### src/rtl/gen_burst_fsm.sv
// Burst generator control FSM: IDLE/CONFI/GEN/DONE sequencing, pattern address and FIFO write strobe.
// Optional build macro GEN_CONT_MODE_EN: burst length 0 means unbounded generation.
module gen_burst_fsm #(
    parameter int DEPTH  = 16,
    parameter int ADDR_W = $clog2(DEPTH),
    parameter int CNT_W  = 8
) (
    input  logic              clk,
    input  logic              rst,
    input  logic              enh_conf_i,
    input  logic              en_low_i,
    input  logic [CNT_W-1:0]  burst_len_i,
    input  logic              full_i,
    output logic              clrh_addr_fsm,
    output logic              enh_config_fsm,
    output logic              enh_gen_fsm,
    output logic              wr_en_o,
    output logic [ADDR_W-1:0] addr_o,
    output logic [CNT_W-1:0]  wr_cnt_o,
    output logic              done_o,
    output logic [1:0]        state_o
);

    localparam logic [1:0] S_IDLE  = 2'd0;
    localparam logic [1:0] S_CONFI = 2'd1;
    localparam logic [1:0] S_GEN   = 2'd2;
    localparam logic [1:0] S_DONE  = 2'd3;

    localparam logic [ADDR_W-1:0] ADDR_LAST = ADDR_W'(DEPTH - 1);

    logic [1:0]        state, state_nxt;
    logic [ADDR_W-1:0] addr;
    logic [CNT_W-1:0]  wr_cnt, wr_cnt_inc, len_q;
    logic              in_gen, len_zero, burst_done, last_wr, wr_en, enter_gen, clr;

    assign in_gen   = (state == S_GEN);
    assign len_zero = (len_q == '0);
    assign last_wr  = !len_zero && (wr_cnt == len_q - CNT_W'(1));

`ifdef GEN_CONT_MODE_EN
    localparam logic [CNT_W-1:0] CNT_MAX = '1;
    // Zero length is unbounded; the counter saturates instead of wrapping.
    assign burst_done = !len_zero && (wr_cnt >= len_q);
    assign wr_cnt_inc = (wr_cnt == CNT_MAX) ? wr_cnt : wr_cnt + CNT_W'(1);
`else
    assign burst_done = (wr_cnt >= len_q);
    assign wr_cnt_inc = wr_cnt + CNT_W'(1);
`endif

    assign wr_en = in_gen && !full_i && !burst_done;

    always_comb begin
        state_nxt = state;
        if (enh_conf_i)
            state_nxt = S_CONFI;
        else if (en_low_i)
            state_nxt = S_IDLE;
        else begin
            case (state)
                S_IDLE, S_CONFI: state_nxt = S_GEN;
                S_GEN:           if ((wr_en && last_wr) || burst_done) state_nxt = S_DONE;
                default:         state_nxt = S_DONE;
            endcase
        end
    end

    assign enter_gen = (state_nxt == S_GEN) && !in_gen;
    // Clearing on the way into IDLE/CONFI makes an abandoned burst read back 0 immediately.
    assign clr = (state_nxt == S_IDLE) || (state_nxt == S_CONFI);

    always_ff @(posedge clk) begin
        if (rst) begin
            state  <= S_IDLE;
            addr   <= '0;
            wr_cnt <= '0;
            len_q  <= '0;
        end else begin
            state <= state_nxt;
            if (enter_gen)
                len_q <= burst_len_i;
            if (clr) begin
                addr   <= '0;
                wr_cnt <= '0;
            end else if (wr_en) begin
                addr   <= (addr == ADDR_LAST) ? '0 : addr + ADDR_W'(1);
                wr_cnt <= wr_cnt_inc;
            end
        end
    end

    assign clrh_addr_fsm  = (state == S_IDLE) || (state == S_CONFI);
    assign enh_config_fsm = (state == S_CONFI);
    assign enh_gen_fsm    = in_gen;
    assign done_o         = (state == S_DONE);
    assign wr_en_o        = wr_en;
    assign addr_o         = addr;
    assign wr_cnt_o       = wr_cnt;
    assign state_o        = state;

endmodule

### config.mk
export PLATFORM = sky130hd
export DESIGN_NAME = gen_burst_fsm
export DESIGN_NICKNAME = d
export VERILOG_FILES = /design/src/rtl/gen_burst_fsm.sv
export SDC_FILE = /design/constraint.sdc
export NUM_CORES = 1
export LEC_CHECK = 0
export ABC_AREA = 1
export BUFFER_PORTS_ARGS = -buffer_cell sky130_fd_sc_hd__clkbuf_2
export CORE_MARGIN = 2
export CORE_UTILIZATION = 55
export CTS_BUF_LIST = sky130_fd_sc_hd__clkbuf_4
export DETAILED_ROUTE_END_ITERATION = 10
export GPL_TIMING_DRIVEN = 0
export MAX_ROUTING_LAYER = met4
export PLACE_DENSITY_LB_ADDON = 0.08
export SLEW_MARGIN = 20
export SYNTH_ARGS = -nofsm -noshare
export SYNTH_HDL_FRONTEND = slang
export SYNTH_SLANG_ARGS = --single-unit
### constraint.sdc
create_clock -name clk -period 2.1 [get_ports clk]
set_input_delay 0.63 -clock clk [delete_from_list [all_inputs] [get_ports clk]]
set_output_delay 0.63 -clock clk [all_outputs]
set_load 0.02 [all_outputs]
==> results of run 1 <==
==> area by class of cell <==
class	count	area, um^2	area share (%)
clock buffers	3	22.5	1.16
clock inverters	1	30.0	1.55
flip-flops and latches	22	468	24.1
repair buffers	50	308	15.9
plain buffers	4	25.0	1.29
well taps	30	37.5	1.94
inverters	33	124	6.39
multi-input cells	162	925	47.7
==> Yosys cell counts <==
master | instances | share of area, %
nand2_1 | 60 | 16
inv_1 | 31 | 8.1
a21oi_1 | 24 | 8.3
dfxtp_1 | 22 | 31
nand3_1 | 20 | 7.0
nor2_1 | 19 | 5.0
ha_1 | 11 | 9.6
o21ai_0 | 11 | 3.8
nand4_1 | 5 | 2.2
xor2_1 | 4 | 2.4
buf_2 | 2 | 0.70
buf_6 | 2 | 1.6
inv_2 | 2 | 0.52
clkbuf_1 | 1 | 0.26
nand3b_1 | 1 | 0.52
nor2_4 | 1 | 0.78
o21a_1 | 1 | 0.52
o21ai_1 | 1 | 0.35
o21ai_2 | 1 | 0.61
or2_2 | 1 | 0.44
or4_1 | 1 | 0.52
xnor2_1 | 1 | 0.61
==> repair_timing <==
item                       CTS  global route
pin swaps                    4             6
hold buffers                 0             0
setup endpoints to repair    1             1
buffers inserted            15             4
gates resized for setup     31            12
==> metrics by stage <==
stage	hold slack [ns]	cell area [um^2]	total power, mW
6_report	0.474	1940	0.995
5_1_grt	0.476	1940	1.04
4_1_cts	0.468	1880	0.991
3_5_place_dp	0.496	1630	0.631
3_3_place_gp	0.493	1630	0.629
2_1_floorplan	0.460	1440	0.585
==> worst max-delay path by stage <==
| stage | slack (ns) | depth (start not counted) | end | startpoint |
|---|---|---|---|---|
| after floorplan | 0.004 | 8 | wr_en_o | wr_cnt_o[7]$_SDFFE_PP0P_ |
| after global placement | -0.20 | 9 | wr_en_o | len_q[3]$_SDFFE_PP0P_ |
| after detailed placement | -0.21 | 9 | wr_en_o | len_q[3]$_SDFFE_PP0P_ |
| after CTS | -0.27 | 9 | wr_en_o | wr_cnt_o[7]$_SDFFE_PP0P_ |
| after global routing | -0.27 | 9 | wr_en_o | len_q[7]$_SDFFE_PP0P_ |
| final | -0.19 | 9 | wr_en_o | len_q[7]$_SDFFE_PP0P_ |
==> routing by layer <==
layer / wire, um / vias up / share of wire (%) / global-route usage, %
li1: - / 823 / - / -
met3: 140 / 4 / 3.7 / 2.42
met1: 1730 / 720 / 46 / 34.8
met5: 0 / - / 0 / -
met4: 25 / 0 / 0.67 / 6.10
met2: 1850 / 35 / 49 / 45.8
==> critical path, stage by stage, from the launching register on <==
cell and delay [ns]:
dfxtp_2 0.35, inv_2 0.05, ha_4 0.25, nand2_2 0.06, inv_2 0.03, nor2_2 0.08, o21a_1 0.14, nand4_1 0.14
inv_2 0.13, buf_8 0.12
==> cell families (layout without fill, tap and decap cells) <==
family | Yosys count | after routing
compound gates | 38 | 38
xor+xnor | 5 | 5
fa+ha+maj | 11 | 11
buf+inv | 38 | 91
flops | 22 | 22
simple gates | 108 | 108
==> cells in the final DEF (no fill, tap or decap), types with 5 or more instances in the layout <==
cell      netlist  routed
nand3_1        20      20
nand2_1        60      58
nor2_1         19      17
inv_1          31      22
nand4_1         5       5
ha_1           11       6
a21oi_1        24      23
o21ai_0        11      10
dfxtp_1        22       8
inv_2           2      11
ha_4            0       5
dfxtp_2         0      10
clkbuf_2        0      30
buf_4           0      19
==> where the power goes <==
| part | switching, mW | internal [mW] | leakage (nW) |
|---|---|---|---|
| combinational | 0.134 | 0.0984 | 0.726 |
| clock | 0.133 | 0.193 | 0.0279 |
| sequential | 0.0102 | 0.427 | 0.186 |
==> sequential cells by signal (all words and copies together) (netlist names) <==
register  cells
addr_o        4
len_q         8
state_o       2
wr_cnt_o      8
==> summary.md, run 1 <==
| Metric | Value |
|---|---|
| Worst Reg-to-Reg Cells | `14` |
| Clk_lat worst skew | `0.31 ns` |
| Final non-filler cell total | `305` |
| Synth Area in Simple Gates | `between 30% and 40%` |
| Clock transition at the registers of the reported paths | `0.12 ns` |
| Max Clock Freq | `between 0.4 and 0.5 GHz` |
| Filler cells | `195` |
| Post-synth cell types | `22` |
| Core area | `0.00248 mm^2` |
| Total CTS buffers | `3` |
| Reg2reg setup slack | `approximately 0.13 ns` |
| Crit path capture type | `output port` |
| Vias | `1582` |
| Mux cell area share after synthesis | `0%` |
| H-tree depth | `1` |
| Hold path startpoint | `rst` |
| Seq/Total Area, Yosys | `30.6%` |
| Period utilization | `109%` |
| Top-Level Pins | `32` |
| Worst min-delay path class | `in2reg` |
| Cells after Synth | `222` |
| Static Leak | `0.940 nW` |
| Diodes inserted | `0` |
| Crit path max fanout | `3` |
| Die area | `between 0.003 and 0.004 mm^2` |
| Clk_skew | `about 0.011 ns` |
| Number of synthesized register bits | `22` |
| Crit Path Category | `reg2out` |
| Post-route DRC | `0` |
| DIE HEIGHT | `55.2 um` |
| Vias in the first global route | `1325` |
| Main combinational cell family by area after synthesis | `simple AND/OR/NAND/NOR gates` |
| Core Util, Final | `78.3%` |
| Placer Congestion | `0.829` |
| Compound-Gate Fraction of Synth Area | `13.7%` |
| Synthesized area | `around 0.0014 mm^2` |
| Type of origin of the critical path | `register` |
| Final Max Tran Viols | `0` |
| Post-Synth Adder-Cell Area | `9.57%` |
| Nets | `300` |
| CTS tree | `yes` |
| Overflow after GRT | `0` |
| Worst Tran Pin Value | `a little over 0.4 ns` |
| Fin crit period | `2.29 ns` |
| Clock root buffer | `clkbuf_4` |
| Pre-CTS setup slack | `-0.214 ns` |
| Outcome | `finished, violations left` |
| Slew headroom | `73.0%` |
| DR pass1 iterations | `4` |
| GRT Util Overall | `between 20% and 30%` |
| Rows | `18` |
| VDD IR-drop max | `0.566 mV` |
| Initial drt markers | `30` |
| Pwr per Cell Area | `513 mW/mm^2` |
| Synth warn | `0` |
| Initial antenna violation count | `0` |
| Failing checks | `setup timing` |
| R2r startpoint | `len_q[7]$_SDFFE_PP0P_` |
| Die width | `55.2 um` |
| Post-Synth XOR/XNOR Area | `under 10%` |
| Req. time, crit path | `1.47 ns` |
| Final setup fails | `1` |
| Placed Instances | `between 200 and 300` |
| Via/cell ratio | `about 5.2` |
| Area Growth Syn to Fin | `34.8%` |
| Hold Crit Depth | `2` |
| Hold Path End | `state_o[0]$_SDFF_PP0_` |
| Final ANT Viol Nets | `0` |
| First-pass GRT wire length | `5780 um` |
| Final TNS setup | `-0.189 ns` |
| Unrepaired setup endpoints after global routing | `yes` |
| Reg-to-reg critical path endpoint | `addr_o[2]$_SDFFE_PP0P_` |
| WL/cell | `12.3 um` |
| DP HPWL | `2510 um` |
| CTS max path bufs | `2` |
| Final hold violation count | `0` |
| Starting Density | `58.1%` |
| Arrival time worst endpoint | `1.66 ns` |
| Total Routed Length | `3740 um` |
| Post-Synthesis Net Count | `between 200 and 250` |
| Clock sinks | `22` |
| Share of cells above drive strength 1 | `34.5%` |
| Largest net degree at the start of global routing | `14` |
| MaxCap Viol Count | `0` |
| Syn avg cell area | `around 6.5 um^2` |
| PnR worst setup slack | `-0.189 ns` |
| Input/output buffers | `31` |
Note: power is estimated with default switching activity, not from simulation.
==> run 2: changes to the inputs <==
- PLACE_DENSITY_LB_ADDON: 0.08 -> 0.15
==> run 2 against run 1 <==
  * The flow still finishes with violations (setup timing)
  * Die area unchanged
  * Clock power down 39%
  * Critical endpoint unchanged
  * Sequential share of layout area up 0.13 points
  * Wire length up 8.6%
  * Final cell count down 0.66%
  * Flip-flop and latch count unchanged
  * Largest power group unchanged
  * Worst setup slack worse by 0.12 ns
==> summary.md, run 2 (synthesis gave the netlist of run 1 again) <==
| Metric | Value |
|---|---|
| Outcome | `finished, violations left` |
| Failing checks | `setup timing` |
| Worst Tran Pin Value | `0.355 ns (-0.0494 ns)` |
| Clk_skew | `0.00954 ns (-0.00112 ns)` |
| DR pass1 iterations | `4 (unchanged)` |
| Pre-CTS setup slack | `-0.196 ns (+0.0186 ns)` |
| CP Cell Sequence | `ha_4 > nand2_2 > inv_1 > nor2_2 > o21a_1 > nand4_1 > inv_2 > buf_8` |
| Placed inst area | `0.00163 mm^2 (unchanged)` |
| M2 GR Usage | `48.8% (+3.0 points)` |
| Core area | `0.00248 mm^2 (unchanged)` |
| VDD IR-drop max | `0.567 mV (+0.18%)` |
| Hold path startpoint | `rst` |
| Critical path origin | `wr_cnt_o[7]$_SDFFE_PP0P_` |
| Nets | `299 (-0.33%)` |
| Post-route DRC | `0 (unchanged)` |
| Global routing usage on met1 | `34.1% (-0.71 points)` |
| Die width | `55.2 um (unchanged)` |
| Worst min-delay path class | `in2reg` |
| Clock root buffer | `clkbuf_4` |
| Via/cell ratio | `5.39 (+3.9%)` |
| # hold bufs at CTS | `0 (unchanged)` |
| MaxCap Viol Count | `0 (unchanged)` |
| GRT Util Overall | `29.1% (+2.1 points)` |
| Starting Density | `58.1% (unchanged)` |
| Max Clock Freq | `0.415 GHz (-5.0%)` |
| Final Total Pwr | `0.896 mW (-9.9%)` |
| Crit path capture type | `output port` |
| Initial antenna violation count | `0 (unchanged)` |
| Largest net degree at the start of global routing | `12 (-2)` |
| Crit path max fanout | `4 (+1)` |
| Input/output buffers | `31 (unchanged)` |
| Period utilization | `115% (+5.7 points)` |
| R2r startpoint | `len_q[2]$_SDFFE_PP0P_` |
| Delay-heaviest family, CP | `flip-flops` |
| Type of origin of the critical path | `register` |
| Pwr per Cell Area | `465 mW/mm^2 (-9.4%)` |
| Worst hold slack | `0.471 ns (-0.00268 ns)` |
| Total Routed Length | `4060 um (+8.6%)` |
| Placer Congestion | `0.857 (+3.4%)` |
| Final Max Tran Viols | `0 (unchanged)` |
| DP HPWL | `2490 um (-0.63%)` |
| Fin crit period | `2.41 ns (+0.121 ns)` |
| Vias in the first global route | `1458 (+10%)` |
| Core Util, Final | `77.9% (-0.40 points)` |
| Clock sinks | `22 (unchanged)` |
| Crit Path Category | `reg2out` |
| Unrepaired setup endpoints after global routing | `yes` |
| Final hold violation count | `0 (unchanged)` |
| Final setup fails | `1 (unchanged)` |
| Static Leak | `0.928 nW (-1.3%)` |
| Area Growth Syn to Fin | `34.1%` |
| Final TNS setup | `-0.310 ns (-0.121 ns)` |
| Most frequent cells in the layout | `nand2_1 (56), clkbuf_2 (30), inv_1 (24)` |
| Vias | `1633 (+3.2%)` |
| Clock transition at the registers of the reported paths | `0.11 ns (about the same)` |
| Placed Instances | `283 (unchanged)` |
| Slew headroom | `76.3% (+3.3 points)` |
| Final non-filler cell total | `303 (-0.66%)` |
| WL/cell | `13.4 um (+9.3%)` |
| Gr busiest metal | `met2` |
| Diodes inserted | `0 (unchanged)` |
| Commonest non-fill, non-tap cell in the layout | `nand2_1` |
| Die area | `0.00304 mm^2 (unchanged)` |
| PnR worst setup slack | `-0.310 ns (-0.121 ns)` |
| Share of cells above drive strength 1 | `35.2% (+0.62 points)` |
| CTS max path bufs | `2 (unchanged)` |
| Fin area | `0.00193 mm^2 (-0.52%)` |
| Total CTS buffers | `3 (unchanged)` |
| CTS tree | `yes` |
| Final ANT Viol Nets | `0 (unchanged)` |
| Crit path largest cell delay | `0.39 ns (+0.04 ns)` |
| Buf+Inv Stages, Crit Path | `3 (-1)` |
| Top-Level Pins | `32 (unchanged)` |
| Clk_lat worst skew | `0.32 ns (about the same)` |
| Overflow after GRT | `0 (unchanged)` |
| DIE HEIGHT | `55.2 um (unchanged)` |
| M3 GR Usage | `6.45% (+4.0 points)` |
| Initial drt markers | `60 (+100%)` |
| First-pass GRT wire length | `6160 um (+6.7%)` |
| Arrival time worst endpoint | `1.78 ns (+0.12 ns)` |
| Rows | `18 (unchanged)` |
| Req. time, crit path | `1.47 ns (about the same)` |
| CP max stage cell | `dfxtp_4` |
| H-tree depth | `1 (unchanged)` |
-- run 2: changes by cell type in the layout (fill, tap and decap cells not counted), sizes merged --
cell,delta
buf,-1
bufinv,-1
-- run 2: final timing paths --
kind                                               end  slack [ns]  cells past startpoint
worst min-delay path             state_o[0]$_SDFF_PP0_        0.47                      2
worst max-delay path                           wr_en_o       -0.31                      8
worst min register to register   len_q[6]$_SDFFE_PP0P_        0.51                      2
worst max register to register  addr_o[2]$_SDFFE_PP0P_        0.15                     13
-- run 2: repair_timing --
| action | 4_1_cts | 5_1_grt |
|---|---|---|
| buffers inserted | 19 | 3 |
| resized for setup | 30 | 17 |
| endpoints found under the setup margin | 1 | 2 |
| pin swaps | 5 | 9 |
-- run 2: report_power, final --
part / switching, mW / total (mW) / internal [mW] / leakage (nW)
Sequential: 0.0112 / 0.438 / 0.427 / 0.186
Combinational: 0.148 / 0.259 / 0.112 / 0.728
Clock: 0.132 / 0.199 / 0.0672 / 0.0138
Total: 0.291 / 0.896 / 0.606 / 0.928
-- run 2: routing by layer --
metal | wire length, um | part of all wire [%] | up-vias
met1 | 1760 | 43 | 748
met4 | 62 | 1.5 | 0
met3 | 183 | 4.5 | 9
li1 | - | - | 820
met5 | 0 | 0 | -
met2 | 2060 | 51 | 56
-- run 2: layout make-up --
type                       count  area [um^2]
multi-input combinational    162          950
fill                         202          548
sequential                    22          468
timing repair buffer          49          300
inverter                      33          126
tap                           30         37.5
buffer                         4         25.0
clock buffer                   3         22.5
